==> src/rtl/prog_tick_counter.sv <==
// ---------------------------------------------------------------------------
// prog_tick_counter
//
// Programmable time-base counter. A prescaler divides the crystal clock by
// DIV to produce a one-cycle tick. Each tick advances a modulo-MODULO counter,
// either up or down. The counter supports a synchronous load, a count enable
// and a terminal-count pulse when q wraps.
//
// Parameters
//   WIDTH   counter width in bits
//   MODULO  count range 0..MODULO-1, with 2 <= MODULO <= 2**WIDTH
//   DIV     crystal cycles per tick, DIV >= 1
//
// Ports
//   f_crystal  in   system clock; all logic runs on the rising edge
//   rst        in   synchronous reset, active-high
//   en         in   count enable; 0 freezes the prescaler and the counter
//   up_dn      in   direction: 1 = up, 0 = down (sampled on tick edges)
//   load       in   synchronous load strobe; overrides en
//   load_val   in   value loaded into q, clamped to MODULO-1
//   q          out  registered counter value
//   tick       out  registered one-cycle pulse per elapsed DIV interval
//   tc         out  registered one-cycle pulse when q wraps
//
// Priority on each edge: rst > load > en-count > hold.
// All outputs come straight from flops, so no input reaches an output
// combinationally.
// ---------------------------------------------------------------------------
module prog_tick_counter #(
  parameter int WIDTH  = 4,
  parameter int MODULO = 16,
  parameter int DIV    = 100000000
) (
  input  logic             f_crystal,
  input  logic             rst,
  input  logic             en,
  input  logic             up_dn,
  input  logic             load,
  input  logic [WIDTH-1:0] load_val,
  output logic [WIDTH-1:0] q,
  output logic             tick,
  output logic             tc
);

  // With DIV = 1 the prescaler never leaves 0, but it still needs one bit.
  localparam int PW = (DIV > 1) ? $clog2(DIV) : 1;

  localparam logic [PW-1:0]    PRESC_LAST = PW'(DIV - 1);
  localparam logic [WIDTH-1:0] Q_LAST     = WIDTH'(MODULO - 1);

  // Catch illegal parameter sets at elaboration instead of in the lab.
  if (MODULO < 2 || MODULO > (1 << WIDTH)) begin : g_bad_modulo
    $error("prog_tick_counter: MODULO must satisfy 2 <= MODULO <= 2**WIDTH");
  end
  if (DIV < 1) begin : g_bad_div
    $error("prog_tick_counter: DIV must be at least 1");
  end

  // Saturate an out-of-range load value to the top of the count range.
  function automatic logic [WIDTH-1:0] clamp_load(input logic [WIDTH-1:0] v);
    if (v > Q_LAST) begin
      return Q_LAST;
    end
    return v;
  endfunction

  // Next value of q on a tick, in either direction. The wrap flag is raised
  // when the counter leaves its terminal value.
  function automatic logic [WIDTH:0] step_count(input logic [WIDTH-1:0] cur,
                                                 input logic             dir_up);
    logic [WIDTH-1:0] nxt;
    logic             wrap;
    nxt  = cur;
    wrap = 1'b0;
    if (dir_up) begin
      if (cur == Q_LAST) begin
        nxt  = '0;
        wrap = 1'b1;
      end else begin
        nxt = cur + 1'b1;
      end
    end else begin
      if (cur == '0) begin
        nxt  = Q_LAST;
        wrap = 1'b1;
      end else begin
        nxt = cur - 1'b1;
      end
    end
    return {wrap, nxt};
  endfunction

  logic [PW-1:0]    presc_p0;
  logic [WIDTH-1:0] cnt_p0;
  logic             tick_p0;
  logic             tc_p0;

  logic [PW-1:0]    presc_nxt;
  logic [WIDTH-1:0] cnt_nxt;
  logic             tick_nxt;
  logic             tc_nxt;
  logic [WIDTH-1:0] load_clamped;
  logic [WIDTH:0]   stepped;

  // When MODULO fills the whole binary range every load value is legal and
  // the clamp compare would be constant, so it is left out entirely.
  if (MODULO < (1 << WIDTH)) begin : g_clamp
    assign load_clamped = clamp_load(load_val);
  end else begin : g_no_clamp
    assign load_clamped = load_val;
  end

  assign stepped = step_count(cnt_p0, up_dn);

  always_comb begin
    presc_nxt = presc_p0;
    cnt_nxt   = cnt_p0;
    tick_nxt  = 1'b0;
    tc_nxt    = 1'b0;
    if (load) begin
      // Load restarts the tick interval from this edge.
      cnt_nxt   = load_clamped;
      presc_nxt = '0;
    end else if (en) begin
      if (presc_p0 == PRESC_LAST) begin
        presc_nxt = '0;
        tick_nxt  = 1'b1;
        cnt_nxt   = stepped[WIDTH-1:0];
        tc_nxt    = stepped[WIDTH];
      end else begin
        presc_nxt = presc_p0 + 1'b1;
      end
    end
  end

  // ---- stage p0: state and output registers ----
  always_ff @(posedge f_crystal) begin
    if (rst) begin
      presc_p0 <= '0;
      cnt_p0   <= '0;
      tick_p0  <= 1'b0;
      tc_p0    <= 1'b0;
    end else begin
      presc_p0 <= presc_nxt;
      cnt_p0   <= cnt_nxt;
      tick_p0  <= tick_nxt;
      tc_p0    <= tc_nxt;
    end
  end

  assign q    = cnt_p0;
  assign tick = tick_p0;
  assign tc   = tc_p0;

endmodule

==> config.mk <==
export PLATFORM = sky130hd
export DESIGN_NAME = prog_tick_counter
export DESIGN_NICKNAME = d
export VERILOG_FILES = /design/src/rtl/prog_tick_counter.sv
export SDC_FILE = /design/constraint.sdc
export NUM_CORES = 1
export LEC_CHECK = 0
export CORE_MARGIN = 2
export CORE_UTILIZATION = 53
export DETAILED_ROUTE_END_ITERATION = 6
export GPL_TIMING_DRIVEN = 1
export PLACE_DENSITY = 0.74
export RECOVER_POWER = 100
export SLEW_MARGIN = 25
export SYNTH_ARGS = -nofsm -noshare
export SYNTH_HDL_FRONTEND = slang
export SYNTH_SLANG_ARGS = --single-unit
==> constraint.sdc <==
create_clock -name f_crystal -period 3.2 [get_ports f_crystal]
set_clock_uncertainty 0.15 [all_clocks]
set_input_delay 0.32 -clock f_crystal [delete_from_list [all_inputs] [get_ports f_crystal]]
set_output_delay 0.32 -clock f_crystal [all_outputs]
set_load 0.05 [all_outputs]
==> results.md, run 1 <==
- TritonCTS clock tree: built
- GR Util All Layers: 21.5%
- Outcome: complete, no violations
- Nets: 229
- DRT iter0 DRCs: 99
- Top cells by area, synth: dfxtp_1 (38%), nor2_1 (7.5%), xnor2_1 (6.5%)
- Maxcap violations: 0
- Syn-to-layout area delta: 10.2%
- Worst hold-check slack: 0.378 ns
- Worst Hold Depth: 1
- Max clock buf depth: 2
- Chip width: 61.4 µm
- Setup Fix Bufs, Post-CTS: 0
- M3 GR Usage: 7.14%
- Seq/Total Area, Yosys: 37.8%
- CP Max Fanout: 13
- Kind of critical path: in2reg
- Largest net degree at the start of global routing: 22
- Register bit total from synthesis: 33
- Post-CTS resize count: 0
- Crit path time final: 2.53 ns
- First-pass iteration count of the detailed router: 4
- Root buf cell: clkbuf_4
- Syn Area/Cell: 8.65 µm²
- P_leak: 0.000631 µW
- Arr. time, crit path: 2.64 ns
- Antenna Cells: 0
- Remaining global-route overflow: 0
- Max-slew violation count: 0
- Critical path launch point type: input pin
- WP data required: 3.31 ns
- Gpl congestion: 0.842
- Final wirelength: 3570 µm
- Number of enable flip-flop cells after synthesis: 0
- Max H-tree Level: 2
- Synth top area share: 37.8%
- Synth Instances: 202
- Drt wl/cell: 13.6 µm
- CTS Buf Count: 5
- Critical Path End Type: flop
- Post-DRT Antenna Nets: 0
- Top-count cell post-synth: nor2_1
- YS warnings: 0
- Least-Margin Pin Slew: 0.915 ns
- GR Util met2: 36.3%
- PwrDens: 366 nW/µm²
- Async SR Flop Fraction: 0%
- PnR worst setup slack: 0.671 ns
- Synth Flop Type: dfxtp_1
- Met1 Use GR: 24.9%
- Fmax: 395 MHz
- Clk slew on worst S/H paths: 0.10 ns
- Chip Height: 61.4 µm
- # DRC: 0
- Tcrit/Tclk final: 79.0%
- Worst relative slew slack: 39.0%
- Core ar.: 3100 µm²
- Number of global-route vias before repair: 1363
- Initial antenna violation count: 0
- Netlist cell types: 43
- IO buf count: 14
- Placement Rows: 20
- Hold_buf cts: 0
- RSZ-0062 raised after global routing: false
- Share of cells above drive strength 1: 7.34%
- Clock latency on the worst-skew pair: 0.33 ns
- Initial core utilization: 56.3%
- I/O pin cnt: 15
- Routed via count: 1483
- Grt peak-use layer: met2
- DP Wirelength: 2720 µm
- Final setup fails: 0
- Setup_tns: 0 ns
- Peak VDD IR: 360 µV
- First-pass GRT wire length: 5820 µm
- Synth top cells by count: nor2_1 (35), dfxtp_1 (33), nand2_1 (17), nand3_1 (14), xnor2_1 (13)
- Syn nets: 214
- Clock sink total: 33
- Final Hold Vio Count: 0
- Synthesized cell area: 1750 µm²
- R2r worst-path depth: 5
- Worst hold-check path type: reg2reg
- Area leader, netlist: dfxtp_1
- Die footprint: 3770 µm²
- R2R setup slack: 0.70 ns
- Pre-CTS WS: 0.606 ns
- Via-per-instance ratio: 5.66
==> placed cells by master, fill, tap and decap left out, drive strengths merged, types with 5 or more instances in the layout <==
cell,instances
clkbuf,6
clkdlybuf4s50,6
dfxtp,33
dlygate4sd3,8
inv,7
nand2,17
nand3,14
nand4,12
nor2,35
nor3,5
nor4,5
xnor2,13
xor2,12
==> sequential cells by signal, indices dropped and copies added (netlist names) <==
name,cells
presc_p0,27
q,4
tc,1
tick,1
==> layout make-up <==
class	count	area, µm²
inverter	7	26.3
timing repair buffer	14	140
sequential	33	661
tap	44	55.1
clock inverter	2	10.0
fill	282	1180
multi-input combinational	156	993
clock buffer	6	41.3
==> kinds of logic after synthesis <==
| kind of cell | count (synthesis) | synth area share (%) |
|---|---|---|
| muxes | 3 | 1.72 |
| buffers and inverters | 13 | 3.94 |
| and+or+nand+nor | 107 | 34.2 |
| AOI/OAI and AO/OA | 18 | 7.66 |
| adders and majority gates | 3 | 2.15 |
| xor gates and xnor gates | 25 | 12.5 |
| DFF | 33 | 37.8 |
==> per-stage QoR <==
step | total power (µW) | instance area (µm²) | util [%] | std cells
after CTS | 719 | 1950 | 62.9 | 262
final | 705 | 1930 | 62.1 | 262
after floorplan | 474 | 1750 | - | 202
after global routing | 740 | 1930 | 62.1 | 262
after global placement | 496 | 1900 | 61.3 | 254
after detailed placement | 498 | 1900 | 61.3 | 254
==> worst paths after layout <==
check / from / end
max: en / q[2]$_SDFFE_PP0P_
min: presc_p0[10]$_SDFFE_PP0P_ / presc_p0[10]$_SDFFE_PP0P_
max reg2reg: presc_p0[17]$_SDFFE_PP0P_ / presc_p0[22]$_SDFFE_PP0P_
min reg2reg: presc_p0[10]$_SDFFE_PP0P_ / presc_p0[10]$_SDFFE_PP0P_
==> routing by layer <==
metal / vias to the layer above / wire length (µm)
met5: - / 0
met4: 0 / 69
met3: 8 / 101
met2: 18 / 1820
met1: 714 / 1580
li1: 743 / -
==> report_power, final <==
group	leakage (µW)	internal (µW)	total, µW	switching [µW]
Combinational	0.000332	26.1	63.9	37.8
Sequential	0.000267	415	422	7.61
Clock	0.0000320	83.5	219	136
==> worst max-delay path: stages <==
cell and delay, ns:
dlygate4sd3_1 0.70, nand4_1 0.20, or2_0 0.58, nor4_1 0.48
xnor2_1 0.13, a211oi_1 0.23
Note: power is estimated with default switching activity, not from simulation.
==> run 2, diff against run 1 <==
clock period = 2.6 ns   (was 3.2 ns; I/O delays follow)
==> run 2 against run 1 <==
  * Die area did not move
  * Clock power increased by 32%
  * Cell count grew 1.5%
  * Worst hold slack got worse by 0.021 ns
  * Critical endpoint is now presc_p0[13]$_SDFFE_PP0P_
  * Worst setup slack worse by 0.39 ns
  * Routed wire length fell by 0.25%
==> results.md, run 2 (synthesis results as in run 1) <==
- Outcome: complete, no violations
- WP data required: 2.68 ns
- IO buf count: 14
- Commonest non-fill, non-tap cells in the layout: nor2_1 (35), dfxtp_1 (33), nand2_1 (17)
- Remaining global-route overflow: 0
- Peak VDD IR: 256 µV
- Via-per-instance ratio: 5.66
- Syn-to-layout area delta: 11.5%
- PwrDens: 457 nW/µm²
- Gpl congestion: 0.892
- Critical Path End Type: flop
- Initial core utilization: 56.3%
- Critical path launch point type: flop
- Kind of critical path: reg2reg
- Final Hold Vio Count: 0
- FILL cells: 293
- Tcrit/Tclk final: 89.3%
- Antenna Cells: 0
- Most common cell after layout, fill and taps aside: nor2_1
- Fmax: 431 MHz
- Clock latency on the worst-skew pair: 0.35 ns
- Setup_tns: 0 ns
- Routed via count: 1506
- CTS Buf Count: 5
- Post-DRT Antenna Nets: 0
- Nets: 233
- Root buf cell: clkbuf_4
- Least-Margin Pin Slew: 0.505 ns
- Arr. time, crit path: 2.40 ns
- Post-CTS resize count: 0
- RSZ-0062 raised after global routing: false
- Top reg by flops: presc_p0
- Share of cells above drive strength 1: 9.46%
- Final wirelength: 3560 µm
- Number of global-route vias before repair: 1410
- CP Max Fanout: 21
- Pwr Total: 890 µW
- Core ar.: 3100 µm²
- Setup Fix Bufs, Post-CTS: 0
- Worst hold-check path type: in2reg
- Max H-tree Level: 2
- Initial antenna violation count: 0
- Clk slew on worst S/H paths: 0.11 ns
- P_leak: 0.000647 µW
- Met1 Use GR: 26.3%
- Max-slew violation count: 0
- M3 GR Usage: 6.51%
- TritonCTS clock tree: built
- Grt peak-use layer: met2
- DP Wirelength: 2610 µm
- First-pass GRT wire length: 6050 µm
- Worst relative slew slack: 66.2%
- Chip Height: 61.4 µm
- # DRC: 0
- I/O pin cnt: 15
- First-pass iteration count of the detailed router: 4
- Max reg flops: 27
- Placement Rows: 20
- Drt wl/cell: 13.4 µm
- GR Util All Layers: 21.5%
- Chip width: 61.4 µm
- Hold_buf cts: 0
- Die footprint: 3770 µm²
- Max clock buf depth: 2
- GR Util met2: 36.0%
- Largest net degree at the start of global routing: 22
- Crit path time final: 2.32 ns
- Clock sink total: 33
- Final setup fails: 0
- Maxcap violations: 0
- DRT iter0 DRCs: 72
- Worst hold-check slack: 0.356 ns
run 2: cell types whose count changed in the layout (fill, tap and decap cells not counted), moves of 2 or more:
cell,change
buf_4,+3
or2_0,-2
dlygate4sd3_1,-2
clkdlybuf4s50_1,+2
run 2: metrics by stage:
stage	utilization, %	cell area (µm²)	cells	setup slack, ns
global route	62.8	1950	266	0.191
global placement	62.2	1930	258	0.337
detailed placement	62.2	1930	258	0.275
finish	62.8	1950	266	0.279
CTS	64.0	1990	266	0.310
floorplan	-	1750	202	0.572
run 2: layer usage:
layer	share of wire, %	vias to the layer above
met2	48	28
li1	-	753
met1	45	717
met3	4.9	8
met5	0	-
met4	1.5	0
run 2: report_power, final:
part / switching [µW] / total [µW] / internal [µW] / leakage, µW
registers: 9.24 / 520 / 511 / 0.000267
logic: 46.0 / 80.4 / 34.4 / 0.000349
clock network: 188 / 290 / 102 / 0.0000310
total: 244 / 890 / 647 / 0.000647
run 2: final timing paths:
check	start	to	slack, ns	depth (start not counted)
setup / recovery	presc_p0[17]$_SDFFE_PP0P_	presc_p0[13]$_SDFFE_PP0P_	0.28	6
hold / removal	load_val[1]	q[1]$_SDFFE_PP0P_	0.36	3
setup reg to reg	presc_p0[17]$_SDFFE_PP0P_	presc_p0[13]$_SDFFE_PP0P_	0.28	6
hold reg to reg	presc_p0[10]$_SDFFE_PP0P_	presc_p0[10]$_SDFFE_PP0P_	0.41	1
run 2: layout make-up:
type | instances | area, µm² | share of cell area (%)
clock buffers | 5 | 37.5 | 1.93
clock inverters | 3 | 17.5 | 0.899
inverters | 7 | 26.3 | 1.35
multi-input cells | 156 | 986 | 50.6
flip-flops and latches | 33 | 661 | 33.9
well taps | 44 | 55.1 | 2.82
repair buffers | 18 | 166 | 8.54
run 2: critical path, stage by stage (launching register included):
cell	delay, ns
dfxtp_1	0.39
nor4b_4	0.33
nand4_1	0.20
or4_4	0.60
o21ai_0	0.18
buf_4	0.27
nor2_1	0.08
==> run 3, diff against run 2 <==
CORE_ASPECT_RATIO = 1.2   (was default)
==> run 3 against run 2 <==
  * Critical path depth is the same
  * Worst hold slack barely moved
  * Sequential share of layout area shrank 0.17 points
  * Global-route usage up 1.1 points
  * Sequential power barely moved
  * Largest cell class unchanged
==> results.md, run 3 (synthesis results as in run 1) <==
- Outcome: complete, no violations
- RR Startpoint: presc_p0[17]$_SDFFE_PP0P_
- Remaining global-route overflow: 0
- Chip Height: 66.9 µm
- WL met2: 1870 µm
- Worst hold-check path type: in2reg
- Hold_buf cts: 0
- RSZ-0062 raised after global routing: false
- Initial antenna violation count: 0
- Clk slew on worst S/H paths: 0.10 ns
- Setup crit end: presc_p0[17]$_SDFFE_PP0P_
- Setup Fix Bufs, Post-CTS: 0
- Tcrit/Tclk final: 88.8%
- Post-DRT Antenna Nets: 0
- Fmax: 433 MHz
- CP Max Fanout: 9
- # DRC: 0
- Max clock buf depth: 2
- Least-Margin Pin Slew: 0.505 ns
- Routed via count: 1526
- Clock sink total: 33
- Fin util: 63.0%
- Via-per-instance ratio: 5.89
- Initial core utilization: 56.2%
- WP data required: 2.69 ns
- TritonCTS clock tree: built
- P_leak: 0.000649 µW
- Max-slew violation count: 0
- Setup_tns: 0 ns
- Worst relative slew slack: 66.3%
- Drt wl/cell: 14.4 µm
- Reg power frac: 55.7%
- Commonest non-fill, non-tap cells in the layout: nor2_1 (35), dfxtp_1 (33), nand2_1 (17)
- Pre-CTS WS: 0.226 ns
- First-pass iteration count of the detailed router: 4
- Arr. time, crit path: 2.40 ns
- R2r worst-path depth: 6
- DRT iter0 DRCs: 116
- Max reg flops: 27
- Top reg by flops: presc_p0
- FILL cells: 288
- Most common cell after layout, fill and taps aside: nor2_1
- PwrDens: 476 nW/µm²
- First-pass GRT wire length: 6580 µm
- Largest net degree at the start of global routing: 14
- CTS Buf Count: 5
- Antenna Cells: 0
- Number of global-route vias before repair: 1538
- Nets: 234
- Maxcap violations: 0
- IO buf count: 14
- R2R setup slack: 0.29 ns
- Clock latency on the worst-skew pair: 0.34 ns
- Chip width: 56.4 µm
- GR Util All Layers: 22.6%
- M1 WL: 1610 µm
- Critical Path End Type: flop
- Kind of critical path: reg2reg
- RR Endpoint: presc_p0[17]$_SDFFE_PP0P_
- Gpl congestion: 0.837
- Max Used Layer: met4
- I/O pin cnt: 15
- NetSw: 231 µW
- Worst Setup SP: presc_p0[17]$_SDFFE_PP0P_
- DP Wirelength: 2720 µm
- Syn-to-layout area delta: 12.1%
- Die footprint: 3780 µm²
- Root buf cell: clkbuf_4
- PnR worst setup slack: 0.292 ns
- Post-CTS resize count: 0
- Final setup fails: 0
- Cell-internal power: 702 µW
- Share of cells above drive strength 1: 9.42%
- Core ar.: 3110 µm²
- Logic pwr share: 8.8%
- Final wirelength: 3730 µm
- Clk network pwr share: 35.5%
- Max H-tree Level: 2
- Placement Rows: 22
- Peak VDD IR: 285 µV
- Detail Route met3 WL: 155 µm
- Critical path launch point type: flop
- Final Hold Vio Count: 0
- Worst hold-check slack: 0.356 ns
- Crit path time final: 2.31 ns
- Switch share: 24.8%
-- run 3: final cells by class --
type	instances	area [µm²]	share of cell area, %
Multi-Input combinational cell	156	986	50.3
Sequential cell	33	661	33.7
Timing Repair Buffer	19	171	8.75
Clock buffer	7	65.1	3.32
Tap cell	36	45.0	2.30
Inverter	7	26.3	1.34
Clock inverter	1	5.00	0.255
-- run 3: through the flow --
| stage | instances | total power [µW] | instance area (µm²) |
|---|---|---|---|
| 5_1_grt | 259 | 972 | 1960 |
| 2_1_floorplan | 202 | 584 | 1750 |
| 3_3_place_gp | 251 | 613 | 1930 |
| 3_5_place_dp | 251 | 616 | 1930 |
| 6_report | 259 | 933 | 1960 |
| 4_1_cts | 259 | 947 | 2000 |
-- run 3: how the worst min path moves through the flow --
stage	startpoint	endpoint	slack, ns	cells after the start
final	load_val[2]	q[2]$_SDFFE_PP0P_	0.36	3
after global routing	load_val[1]	q[1]$_SDFFE_PP0P_	0.39	3
after CTS	load_val[2]	q[2]$_SDFFE_PP0P_	0.35	3
after detailed placement	presc_p0[10]$_SDFFE_PP0P_	presc_p0[10]$_SDFFE_PP0P_	0.35	1
after global placement	presc_p0[10]$_SDFFE_PP0P_	presc_p0[10]$_SDFFE_PP0P_	0.35	1
after floorplan	rst	q[1]$_SDFFE_PP0P_	0.18	1
-- run 3: power groups by stage --
stage / combinational (µW) / sequential (µW) / clock [µW]
final: 82.2 / 520 / 331
after global routing: 88.0 / 521 / 363
after CTS: 85.2 / 520 / 341
after detailed placement: 85.0 / 531 / 0
after global placement: 82.6 / 531 / 0
after floorplan: 41.6 / 542 / 0
-- run 3: critical path, cell delays in order, from the launching register on --
cell	delay (ns)
dfxtp_1	0.38
nor4b_4	0.32
nand4_1	0.19
or4_4	0.59
o21ai_4	0.23
clkbuf_2	0.26
nor2_1	0.08
-- run 3: per-layer routing --
metal | vias to the layer above | track usage, %
met5 | - | 0
met4 | 0 | 14.6
met3 | 12 | 5.24
met2 | 44 | 39.1
met1 | 716 | 24.6
li1 | 754 | -
